$ cat src/rtl/dataflow_pkg.sv
// Shared dataflow types and constants: skid occupancy encoding, legal FIFO
// read latencies and the width of the optional statistics counters.
package dataflow_pkg;

   typedef enum logic [1:0] {
      S_EMPTY = 2'd0,
      S_ONE   = 2'd1,
      S_FULL  = 2'd2
   } occ_state_e;

   localparam int RD_LAT_COMB = 0;
   localparam int RD_LAT_REG  = 1;

   localparam int STATS_W = 32;

   // Number of tokens held for a given occupancy state.
   function automatic logic [1:0] occ_count(input occ_state_e s);
      return s;
   endfunction

endpackage

$ cat src/rtl/fifo_reader_skid.sv
// Two-entry circular skid buffer: 1-bit head/tail pointers plus an occupancy
// state. Writes land in entry[tail], the head entry is always presented.
module fifo_reader_skid
   import dataflow_pkg::*;
#(
   parameter int WIDTH = 8
) (
   input  logic             clk,
   input  logic             rst,
   input  logic             push_i,
   input  logic [WIDTH-1:0] push_data_i,
   input  logic             pop_i,
   output occ_state_e       state_o,
   output logic [WIDTH-1:0] head_data_o
);

   logic [WIDTH-1:0] entry_q [2];
   occ_state_e       state_q, state_d;
   logic             head_q, head_d;
   logic             tail_q, tail_d;
   logic             pop_ok;

   // A pop against an empty buffer is ignored rather than corrupting pointers.
   assign pop_ok = pop_i && (state_q != S_EMPTY);

   always_comb begin
      state_d = state_q;
      head_d  = head_q ^ pop_ok;
      tail_d  = tail_q ^ push_i;
      case (state_q)
         S_EMPTY: begin
            if (push_i) state_d = S_ONE;
         end
         S_ONE: begin
            if (push_i && !pop_ok)      state_d = S_FULL;
            else if (!push_i && pop_ok) state_d = S_EMPTY;
         end
         S_FULL: begin
            if (pop_ok && !push_i) state_d = S_ONE;
         end
         default: state_d = S_EMPTY;
      endcase
   end

   always_ff @(posedge clk) begin
      if (rst) begin
         state_q <= S_EMPTY;
         head_q  <= 1'b0;
         tail_q  <= 1'b0;
      end else begin
         state_q <= state_d;
         head_q  <= head_d;
         tail_q  <= tail_d;
      end
   end

   genvar gi;
   generate
      for (gi = 0; gi < 2; gi++) begin : g_entry
         always_ff @(posedge clk) begin
            if (rst) begin
               entry_q[gi] <= '0;
            end else if (push_i && (tail_q == 1'(gi))) begin
               entry_q[gi] <= push_data_i;
            end
         end
      end
   endgenerate

   assign state_o     = state_q;
   assign head_data_o = entry_q[head_q];

   // The credit rule upstream must never push into a full buffer without a pop.
   a_no_push_when_full: assert property (@(posedge clk) disable iff (rst)
      !(push_i && !pop_ok && (state_q == S_FULL)));

endmodule

$ cat src/rtl/fifo_reader.sv
// Read-port controller for a single-clock FIFO feeding a valid/ready stream.
// Optional statistics outputs are enabled by defining FIFO_READER_STATS_EN.
module fifo_reader
   import dataflow_pkg::*;
#(
   parameter int WIDTH        = 8,
   parameter int READ_LATENCY = RD_LAT_REG
) (
   input  logic               clk,
   input  logic               rst,
   input  logic               fifo_empty,
   output logic               fifo_read,
   input  logic [WIDTH-1:0]   fifo_dout,
   output logic [WIDTH-1:0]   out_data,
   output logic               out_valid,
   input  logic               out_ready
`ifdef FIFO_READER_STATS_EN
   ,
   output logic [STATS_W-1:0] tok_count,
   output logic [STATS_W-1:0] stall_count
`endif
);

   occ_state_e       state;
   logic [WIDTH-1:0] head_data;
   logic             pop;
   logic             push;
   logic             inflight;
   logic [2:0]       credit_used;
   logic [2:0]       credit_limit;

   assign out_valid = (state != S_EMPTY);
   assign out_data  = head_data;
   assign pop       = out_valid && out_ready;

   // occupancy + inflight - pop < 2, rearranged to stay unsigned.
   assign credit_used  = {1'b0, occ_count(state)} + {2'b00, inflight};
   assign credit_limit = 3'd2 + {2'b00, pop};
   assign fifo_read    = !rst && !fifo_empty && (credit_used < credit_limit);

   generate
      if (READ_LATENCY == RD_LAT_REG) begin : g_lat_reg
         logic inflight_q;
         always_ff @(posedge clk) begin
            if (rst) inflight_q <= 1'b0;
            else     inflight_q <= fifo_read;
         end
         assign inflight = inflight_q;
         assign push     = inflight_q;
      end else begin : g_lat_comb
         assign inflight = 1'b0;
         assign push     = fifo_read;
      end
   endgenerate

   fifo_reader_skid #(
      .WIDTH(WIDTH)
   ) u_skid (
      .clk         (clk),
      .rst         (rst),
      .push_i      (push),
      .push_data_i (fifo_dout),
      .pop_i       (pop),
      .state_o     (state),
      .head_data_o (head_data)
   );

`ifdef FIFO_READER_STATS_EN
   logic [STATS_W-1:0] tok_count_q;
   logic [STATS_W-1:0] stall_count_q;

   always_ff @(posedge clk) begin
      if (rst) begin
         tok_count_q   <= '0;
         stall_count_q <= '0;
      end else begin
         if (pop)                    tok_count_q   <= tok_count_q + STATS_W'(1);
         if (out_valid && !out_ready) stall_count_q <= stall_count_q + STATS_W'(1);
      end
   end

   assign tok_count   = tok_count_q;
   assign stall_count = stall_count_q;
`endif

endmodule

$ cat config.mk
export PLATFORM = sky130hd
export DESIGN_NAME = fifo_reader
export DESIGN_NICKNAME = d
export VERILOG_FILES = /design/src/rtl/dataflow_pkg.sv /design/src/rtl/fifo_reader_skid.sv /design/src/rtl/fifo_reader.sv
export SDC_FILE = /design/constraint.sdc
export NUM_CORES = 1
export LEC_CHECK = 0
export CAP_MARGIN = 20
export CORE_ASPECT_RATIO = 0.8
export CORE_MARGIN = 2
export CORE_UTILIZATION = 35
export CTS_BUF_LIST = sky130_fd_sc_hd__clkbuf_4 sky130_fd_sc_hd__clkbuf_8
export CTS_CLUSTER_SIZE = 30
export DETAILED_ROUTE_END_ITERATION = 10
export DONT_BUFFER_PORTS = 1
export PLACE_DENSITY = 0.45
export SYNTH_ARGS = -nofsm -noshare
export SYNTH_HDL_FRONTEND = slang
export SYNTH_SLANG_ARGS = --single-unit
$ cat constraint.sdc
create_clock -name clk -period 2.1 [get_ports clk]
set_input_delay 0.105 -clock clk [delete_from_list [all_inputs] [get_ports clk]]
set_output_delay 0.105 -clock clk [all_outputs]
set_load 0.02 [all_outputs]
# Word level (Yosys, flattened, before mapping)
# Memory sizes are Yosys's and may differ from the RTL's. A register that Yosys moved wholly into a read port is not among the register bits.
# Cells that the tools add are included.
# word_totals
elab_cells,49
mem_bits_ro,0
register_bits,5
out_inout_bits,10
in_bits,12
mem_count,1
latchBits,0
mem_bits_rw,16
# memory_table
name,words,width,read_ports,rd_ports_with_merged_regs,write_ports,line_no,rtl
u_skid.entry_q,2,8,1,1,2,fifo_reader_skid.sv:17,logic [WIDTH-1:0] entry_q [2];
# op_classes
reduce_logical,15
n_addsub,2
magnitude_cmp,1
shifts,0
div,0
multipliers,0
bitwise_logic,5
eq_ne,5
mux,16
# ops
op,n
$mux W8,2
$mux W1,9
$logic_and A1 B1 Y1,8
$mux W2,4
$pmux W2 S3,1
$logic_not A1 Y1,4
$add A2 B1 Y3,1
$add A2 B1 Y3 const A,1
$lt A3 B3 Y1,1
$ne A3 B1 Y1 const B,1
$reduce_and A3 Y1,1
$eq A2 B1 Y1 const B,1
$eq A2 B2 Y1 const B,1
$logic_not A2 Y1,1
$ne A2 B1 Y1 const B,1
$ne A2 B2 Y1 const B,1
$or A1 B1 Y1,2
$reduce_bool A2 Y1,1
$xor A1 B1 Y1,2
$not A1 Y1,1

# Logic depth before layout (Yosys ltp)
# Gate-level depths: netlist (run 1).
# logic_depth
word_depth,7
depth_mapped,4
depth_no_buf,4

# By module
# Synthesis (run 1) repeated with hierarchy kept, for this count alone.
# unflattened
cells_unflattened,76
hier_area_um2,1018.5
# modules_own_cells
mod,cells_each,instances,area_each_um2,seq_area_each_um2
fifo_reader_skid,68,1,924.6,560.5
fifo_reader,8,1,93.8,20.0

# Worst setup path after synthesis (run 1)
# No wires, ideal clock.
# synth_timing
path_kind,reg2out
startpoint,register g_lat_reg.inflight_q
endpoint,output fifo_read
n_path_buf,0
slack_ns,0.402
required_ns,1.995
stages_incl_launch_ff,5
t_arrival_ns,1.593
path_cell_list,dfxtp_1 > ha_1 > ha_1 > o21ai_0 > nor4b_1
# synth_between
elab_chain_cells,3
# synth_rtl
element,line_no,rtl
start: declaration,fifo_reader.sv:43,logic inflight_q;
start signal: assignment,fifo_reader.sv:46,else inflight_q <= fifo_read;
$add A2 B1 Y3,fifo_reader.sv:37,"assign credit_used = {1'b0, occ_count(state)} + {2'b00, inflight};"
$lt A3 B3 Y1,fifo_reader.sv:39,assign fifo_read = !rst && !fifo_empty && (credit_used < credit_limit);
$logic_and A1 B1 Y1,fifo_reader.sv:39,
end: declaration,fifo_reader.sv:12,"output logic fifo_read,"
# Every way passes these cells.

# Worst setup path in the final report (run 1)
# layout_timing
startpoint,"register u_skid.state_q[0], in the netlist u_skid.state_o[0]"
endpoint,output fifo_read
# layout_between
elab_chain_cells,5
word_cells_on_any_way,6
classes_between,add/sub: 2; order compare: 1; reduce/logical: 3
# layout_rtl
element,line_no,rtl
start: declaration,fifo_reader_skid.sv:18,"occ_state_e state_q, state_d;"
start signal: assignment,fifo_reader_skid.sv:51,state_q <= state_d;
$reduce_bool A2 Y1,fifo_reader.sv:32,assign out_valid = (state != S_EMPTY);
$logic_and A1 B1 Y1,fifo_reader.sv:34,assign pop = out_valid && out_ready;
$add A2 B1 Y3,fifo_reader.sv:38,"assign credit_limit = 3'd2 + {2'b00, pop};"
$lt A3 B3 Y1 *,fifo_reader.sv:39,
$logic_and A1 B1 Y1 *,fifo_reader.sv:39,
# Mark *: on every way between the ends. The rest lies on a longest branch, timed or not.

==> results.toml, run 1 <==
[outcome]
outcome = "complete, no violations"

[worst_setup_path]
worstPathRequired_ns = 2.00
crit_type = "flop to primary output"
path_cells = "ha_1, ha_1, o21ai_0, nor4b_1, buf_4"
critPathBufInv = 1
crit_family = "adder cells"
cpMostUsedCell = "ha_1"
startpoint_type = "flop"
critPathCaptureType = "primary output"
critical-path-slowest-cell = "dfxtp_1"
max_stage_delay_ns = 0.38
critical_path.max_fanout = 6
worstPathArrival_ns = 1.67

[routing]
viasPerCell = 4.62
remaining_drc_errors = 0
drtIter0Drc = 18
vias = 582
drt-total-wl_um = 1680
ant_nets = 0
wl_per_cell_um = 13.3
first_pass_iters = 4

[sta]
drv_slew = 0
max_slew_margin = 0.625
fin_setup_tns_ns = 0
rsz0062_at_grt = "false"
clock_skew_ns = 0.00775
finalHoldViolations = 0
worst_slew_pin_slew_ns = 0.562
fin_crit_ns = 1.77
finalCritPeriodShare = 0.845
finalSetupViolCount = 0
max_freq_mhz = 564

[power]
p_leak_nw = 0.449
clkPwrFrac = 0.255
internal-power_uw = 601
peakVddDrop_uv = 421
powerDensity_nw_per_um2 = 666
power_frac_seq = 0.622
switchingPower_uw = 176
switching_share = 0.227
p_comb_frac = 0.123

[yosys]
syn_inst = 74
synth_edf_count = 16
synth_async_sr_flop_share = 0
netlist_top_cells_count = "and2_1, edfxtp_1, mux2_2"
syn_area_sq_um = 980
synth_mux_area_frac = 0.0920
yosysTopAreaCellShare = 0.490
synth_adder_area_share = 0.0511
yosysTopAreaCell = "edfxtp_1"
synthFlopType = "edfxtp_1"
synth_simple_gate_area_share = 0.193
synth_nets = 90
synth-xor-area-share = 0.00894
yosysUniqueCellTypes = 22
ys_seq_elements = 21
synthTopCellsByArea = "edfxtp_1, and2_1, dfxtp_1"
synth_top_family_by_area = "simple AND/OR/NAND/NOR gates"
synth.yosys.warnings = 0
synth.avg_cell_area_sq_um = 13.2
yosysSeqAreaShare = 0.593
synth_compound_area_frac = 0.0421

[clock_tree]
cts.path.max_buffers = 2
clockRootBuffer = "clkbuf_4"
h-tree-depth = 1
post_cts_buffers = 0
clk_pin_slew_ns = 0.11
cts_tree = "done"
clk_latency_ns = 0.29
cts_resized = 0
numCtsBuffers = 3
cts_hold_buf = 10
clock-sinks = 21

[placement]
port_buffers = 0
hpwl_um = 1140
gp_congestion = 0.672

[floorplanning]
core_sq_um = 2700
die-height_um = 51.3
die_w_um = 63.2
start_util = 0.363
die_area_sq_um = 3240
io_pins = 22
row_count = 17

[finish]
drive_above_1_share = 0.205
nets = 105
fillers = 276
antennaDiodeCount = 0
syn_to_final_growth_pct = 19.0
post-route-util = 0.432

[global_route]
grt_pass1_vias = 558
grt_max_degree = 12
grt_pass1_wl_um = 2800
grt.total_usage = 0.119
overflow = 0
antenna_found_initial = 0

[flow_run]
cap_violations = 0

[hold_path]
hold_class = "input port to flop"
## flip-flops by register name, summed over array words and instances, names as in the netlist
signal / cells
u_skid.tail_q: 1
u_skid.state_o: 2
g_lat_reg.inflight_q: 1
u_skid.head_q: 1
u_skid.entry_q: 16
## routing by layer
| metal | wire, um | part of all wire | track usage |
|---|---|---|---|
| met5 | 0 | 0 | 0 |
| met4 | 0 | 0 | 0.0222 |
| met3 | 82 | 0.049 | 0.0551 |
| met2 | 760 | 0.45 | 0.174 |
| met1 | 833 | 0.50 | 0.163 |
## worst register-to-register path, delay by kind of cell, from the launching register on
family	cells	cell delay [ns]
flops	1	0.44
simple gates	2	0.69
fa+ha+maj	1	0.19
## cell usage in the layout, fill, tap and decap left out
cell            n
a21oi_2         1
a31oi_1         1
and2_1         16
and4bb_2        1
buf_4           1
clkbuf_4        4
dfxtp_1         5
dlygate4sd3_1  11
edfxtp_1       16
ha_1            4
inv_1           3
mux2_2          8
nand2_1         1
nor2_1          3
nor2b_1         2
nor4b_1         2
o211ai_1        1
o21ai_0         2
o31a_1          1
or2_2           2
or2b_2          1
or4b_1          1
xor2_1          1
## cell type report
| class | instances | area, sq um | area share |
|---|---|---|---|
| clock buffers | 4 | 30.0 | 0.0258 |
| inverters | 3 | 11.3 | 0.00966 |
| multi-input cells | 48 | 379 | 0.325 |
| flip-flops and latches | 21 | 581 | 0.498 |
| well taps | 38 | 47.5 | 0.0408 |
| repair buffers | 12 | 118 | 0.101 |
## kinds of logic (layout without fill, tap and decap cells)
| family | Yosys count | count (layout) |
|---|---|---|
| compound gates | 6 | 6 |
| xor+xnor | 1 | 1 |
| simple gates | 29 | 29 |
| mux | 8 | 8 |
| buf+inv | 5 | 19 |
| flops | 21 | 21 |
| fa+ha+maj | 4 | 4 |
## through the flow
step | power [mW] | hold WS [ns] | setup slack [ns] | std cells | area [sq um]
after floorplan | 0.558 | 0.184 | 0.402 | 74 | 980
after global placement | 0.570 | 0.171 | 0.687 | 111 | 1030
after detailed placement | 0.572 | 0.173 | 0.636 | 111 | 1030
after CTS | 0.787 | 0.00148 | 0.304 | 125 | 1160
after global routing | 0.820 | 0.0338 | 0.152 | 126 | 1170
final | 0.777 | 0.0430 | 0.326 | 126 | 1170
## power groups by stage
| stage | Clock, mW | Sequential (mW) | Combinational (mW) |
|---|---|---|---|
| after floorplan | 0 | 0.487 | 0.0714 |
| after global placement | 0 | 0.492 | 0.0775 |
| after detailed placement | 0 | 0.493 | 0.0785 |
| after CTS | 0.207 | 0.484 | 0.0963 |
| after global routing | 0.229 | 0.487 | 0.104 |
| final | 0.198 | 0.483 | 0.0957 |
## final timing paths
check / from / endpoint / slack (ns) / depth (start not counted)
worst min register to register: u_skid.tail_q / u_skid.tail_q / 0.55 / 3
worst max register to register: g_lat_reg.inflight_q / u_skid.entry_q[0][2] / 0.66 / 3
worst max-delay path: u_skid.state_o[0] / fifo_read / 0.33 / 5
worst min-delay path: out_ready / u_skid.state_o[0] / 0.04 / 2
Note: power is estimated with default switching activity, not from simulation.
==> run 2, diff against run 1 <==
Settings changed: ABC_AREA from default to 1, PLACE_DENSITY 0.45 to 0.47.
Clock period 2.1 ns to 1.49 ns, I/O delays scaled along.
==> run 2 against run 1 <==
  * Sequential cell count unchanged
  * Critical path type unchanged
  * Power rose by 44%
  * Synthesized cell count increased by 26%
  * Die area did not move
  * Largest cell class unchanged
==> results.toml, run 2 <==
[sta]
finalHoldViolations = 0
finalCritPeriodShare = 0.981
max_freq_mhz = 684
whs_ns = 0.00926
worst_slew_pin_slew_ns = 0.323
max_slew_margin = 0.784
finalSetupViolCount = 0
clock_skew_ns = 0.00139
drv_slew = 0
fin_crit_ns = 1.46
fin_setup_tns_ns = 0
rsz0062_at_grt = "true"

[yosys]
yosysTopAreaCell = "edfxtp_1"
synth_mux_area_frac = 0.0920
synth_compound_area_frac = 0.0294
yosysSeqAreaShare = 0.593
ys_seq_elements = 21
synthMostInstantiatedCell = "nor2_1"
syn_inst = 93
synthTopCellsByArea = "edfxtp_1, dfxtp_1, mux2_2"
synth_top_family_by_area = "simple AND/OR/NAND/NOR gates"
synthFlopType = "edfxtp_1"
yosysTopAreaCellShare = 0.490
synth_async_sr_flop_share = 0
netlist_top_cells_count = "nor2_1, edfxtp_1, inv_1"
synth_simple_gate_area_share = 0.162
synth_edf_count = 16
synth-xor-area-share = 0
synth_nets = 109
yosysUniqueCellTypes = 16
synth_adder_area_share = 0.0511
synth.yosys.warnings = 0
syn_area_sq_um = 980
synth.avg_cell_area_sq_um = 10.5

[routing]
wl_per_cell_um = 12.3
ant_nets = 0
drtIter0Drc = 6
vias = 648
viasPerCell = 4.41
remaining_drc_errors = 0
first_pass_iters = 2
drt-total-wl_um = 1800

[finish]
multi_input_area_sq_um = 364
regArea_sq_um = 588
syn_to_final_growth_pct = 23.9
mostFrequentLayoutCell = "nor2_1"
final_area_sq_um = 1210
final_cell_mix = "nor2_1, edfxtp_1, inv_1, dlygate4sd3_1"
largest_reg_flops = 16
nets = 126
antennaDiodeCount = 0
largest-register = "u_skid.entry_q"
finalNonFillerCells = 147
fillers = 274
drive_above_1_share = 0.284

[hold_path]
whs_path_depth = 2
min_to = "u_skid.entry_q[1][3]"
hold_class = "input port to flop"
worstHoldStart = "fifo_dout[3]"

[worst_setup_path]
crit_type = "flop to primary output"
cpMostUsedCell = "ha_4"
critPathCaptureType = "primary output"
worstPathArrival_ns = 1.39
reg2reg_to = "u_skid.entry_q[1][0]"
path_cells = "ha_4, ha_4, nor2_2, nand2_1, a21oi_2, buf_6"
r2r-start = "g_lat_reg.inflight_q"
worstPathRequired_ns = 1.42
critPathBufInv = 1
max_stage_delay_ns = 0.37
critical-path-slowest-cell = "dfxtp_4"
rrSetupSlack_ns = 0.14
critical_path.max_fanout = 2
rr_worst_depth = 3
crit_family = "flip-flops"
startpoint_type = "flop"

[power]
peakVddDrop_uv = 555
powerDensity_nw_per_um2 = 922
p_leak_nw = 0.516

[floorplanning]
start_util = 0.363
core_sq_um = 2700
io_pins = 22
row_count = 17
die_area_sq_um = 3240
die_w_um = 63.2
die-height_um = 51.3

[clock_tree]
clk_pin_slew_ns = 0.11
clockRootBuffer = "clkbuf_4"
numCtsBuffers = 3
h-tree-depth = 1
cts_tree = "done"
cts.path.max_buffers = 2
clock-sinks = 21
clk_latency_ns = 0.29

[global_route]
overflow = 0
grt_pass1_wl_um = 2930
grt.total_usage = 0.125
grt_pass1_vias = 593
grt_max_degree = 12
antenna_found_initial = 0

[flow_run]
cap_violations = 0

[placement]
placed_area_sq_um = 1020
gp_congestion = 0.772
port_buffers = 0
dp.cells = 131
hpwl_um = 1180

[outcome]
outcome = "complete, no violations"
run 2: cell type report:
| cell class | instances | area share |
|---|---|---|
| repair buffers | 13 | 0.102 |
| inverters | 16 | 0.0495 |
| flip-flops and latches | 21 | 0.485 |
| well taps | 38 | 0.0392 |
| multi-input cells | 55 | 0.300 |
| clock buffers | 4 | 0.0247 |
run 2: report_power, final:
part	leakage, nW	switching (mW)	internal (mW)	total (mW)
clock network	0.0184	0.157	0.122	0.279
logic	0.288	0.0925	0.0654	0.158
registers	0.210	0.0173	0.664	0.682
total	0.516	0.267	0.852	1.12
run 2: logic make-up (layout without fill, tap and decap cells):
kind of cell / after synthesis / after routing
AO/OA/AOI/OAI: 5 / 5
adder cells (fa/ha/maj): 4 / 4
buffers and inverters: 17 / 33
flip-flops: 21 / 21
multiplexers: 8 / 8
AND/OR/NAND/NOR: 38 / 38
run 2: worst max path at each step:
stage               cells past startpoint                 start  slack, ns              endpoint
global route                            6     u_skid.state_o[0]      -0.06             fifo_read
CTS                                     1         u_skid.head_q      0.005           out_data[7]
global placement                        2  g_lat_reg.inflight_q       0.27  u_skid.entry_q[1][7]
detailed placement                      2  g_lat_reg.inflight_q       0.25  u_skid.entry_q[1][2]
floorplan                               3     u_skid.state_o[0]       0.23             fifo_read
finish                                  6     u_skid.state_o[0]       0.03             fifo_read
run 2: stage by stage:
stage               utilization  power (mW)  setup WS, ns
CTS                       0.433        1.12       0.00548
global route              0.449        1.18       -0.0604
global placement          0.379       0.817         0.275
finish                    0.449        1.12        0.0279
floorplan                     -       0.795         0.233
detailed placement        0.379       0.818         0.254
run 2: what timing repair did:
| item | 4_1_cts | 5_1_grt |
|---|---|---|
| resized for setup | 6 | 7 |
| endpoints found under the setup margin | 1 | 9 |
| hold buffers | 8 | 1 |
| buffers inserted | 2 | 1 |
| endpoints found under the hold margin | 13 | 1 |
| pin swaps | 1 | 2 |
run 2: routing by layer:
layer | vias to the layer above | wire length (um) | track usage | part of all wire
li1 | 331 | - | - | -
met1 | 304 | 874 | 0.155 | 0.48
met2 | 11 | 841 | 0.191 | 0.47
met3 | 2 | 72 | 0.0507 | 0.040
met4 | 0 | 14 | 0.0593 | 0.0078
met5 | - | 0 | 0 | 0
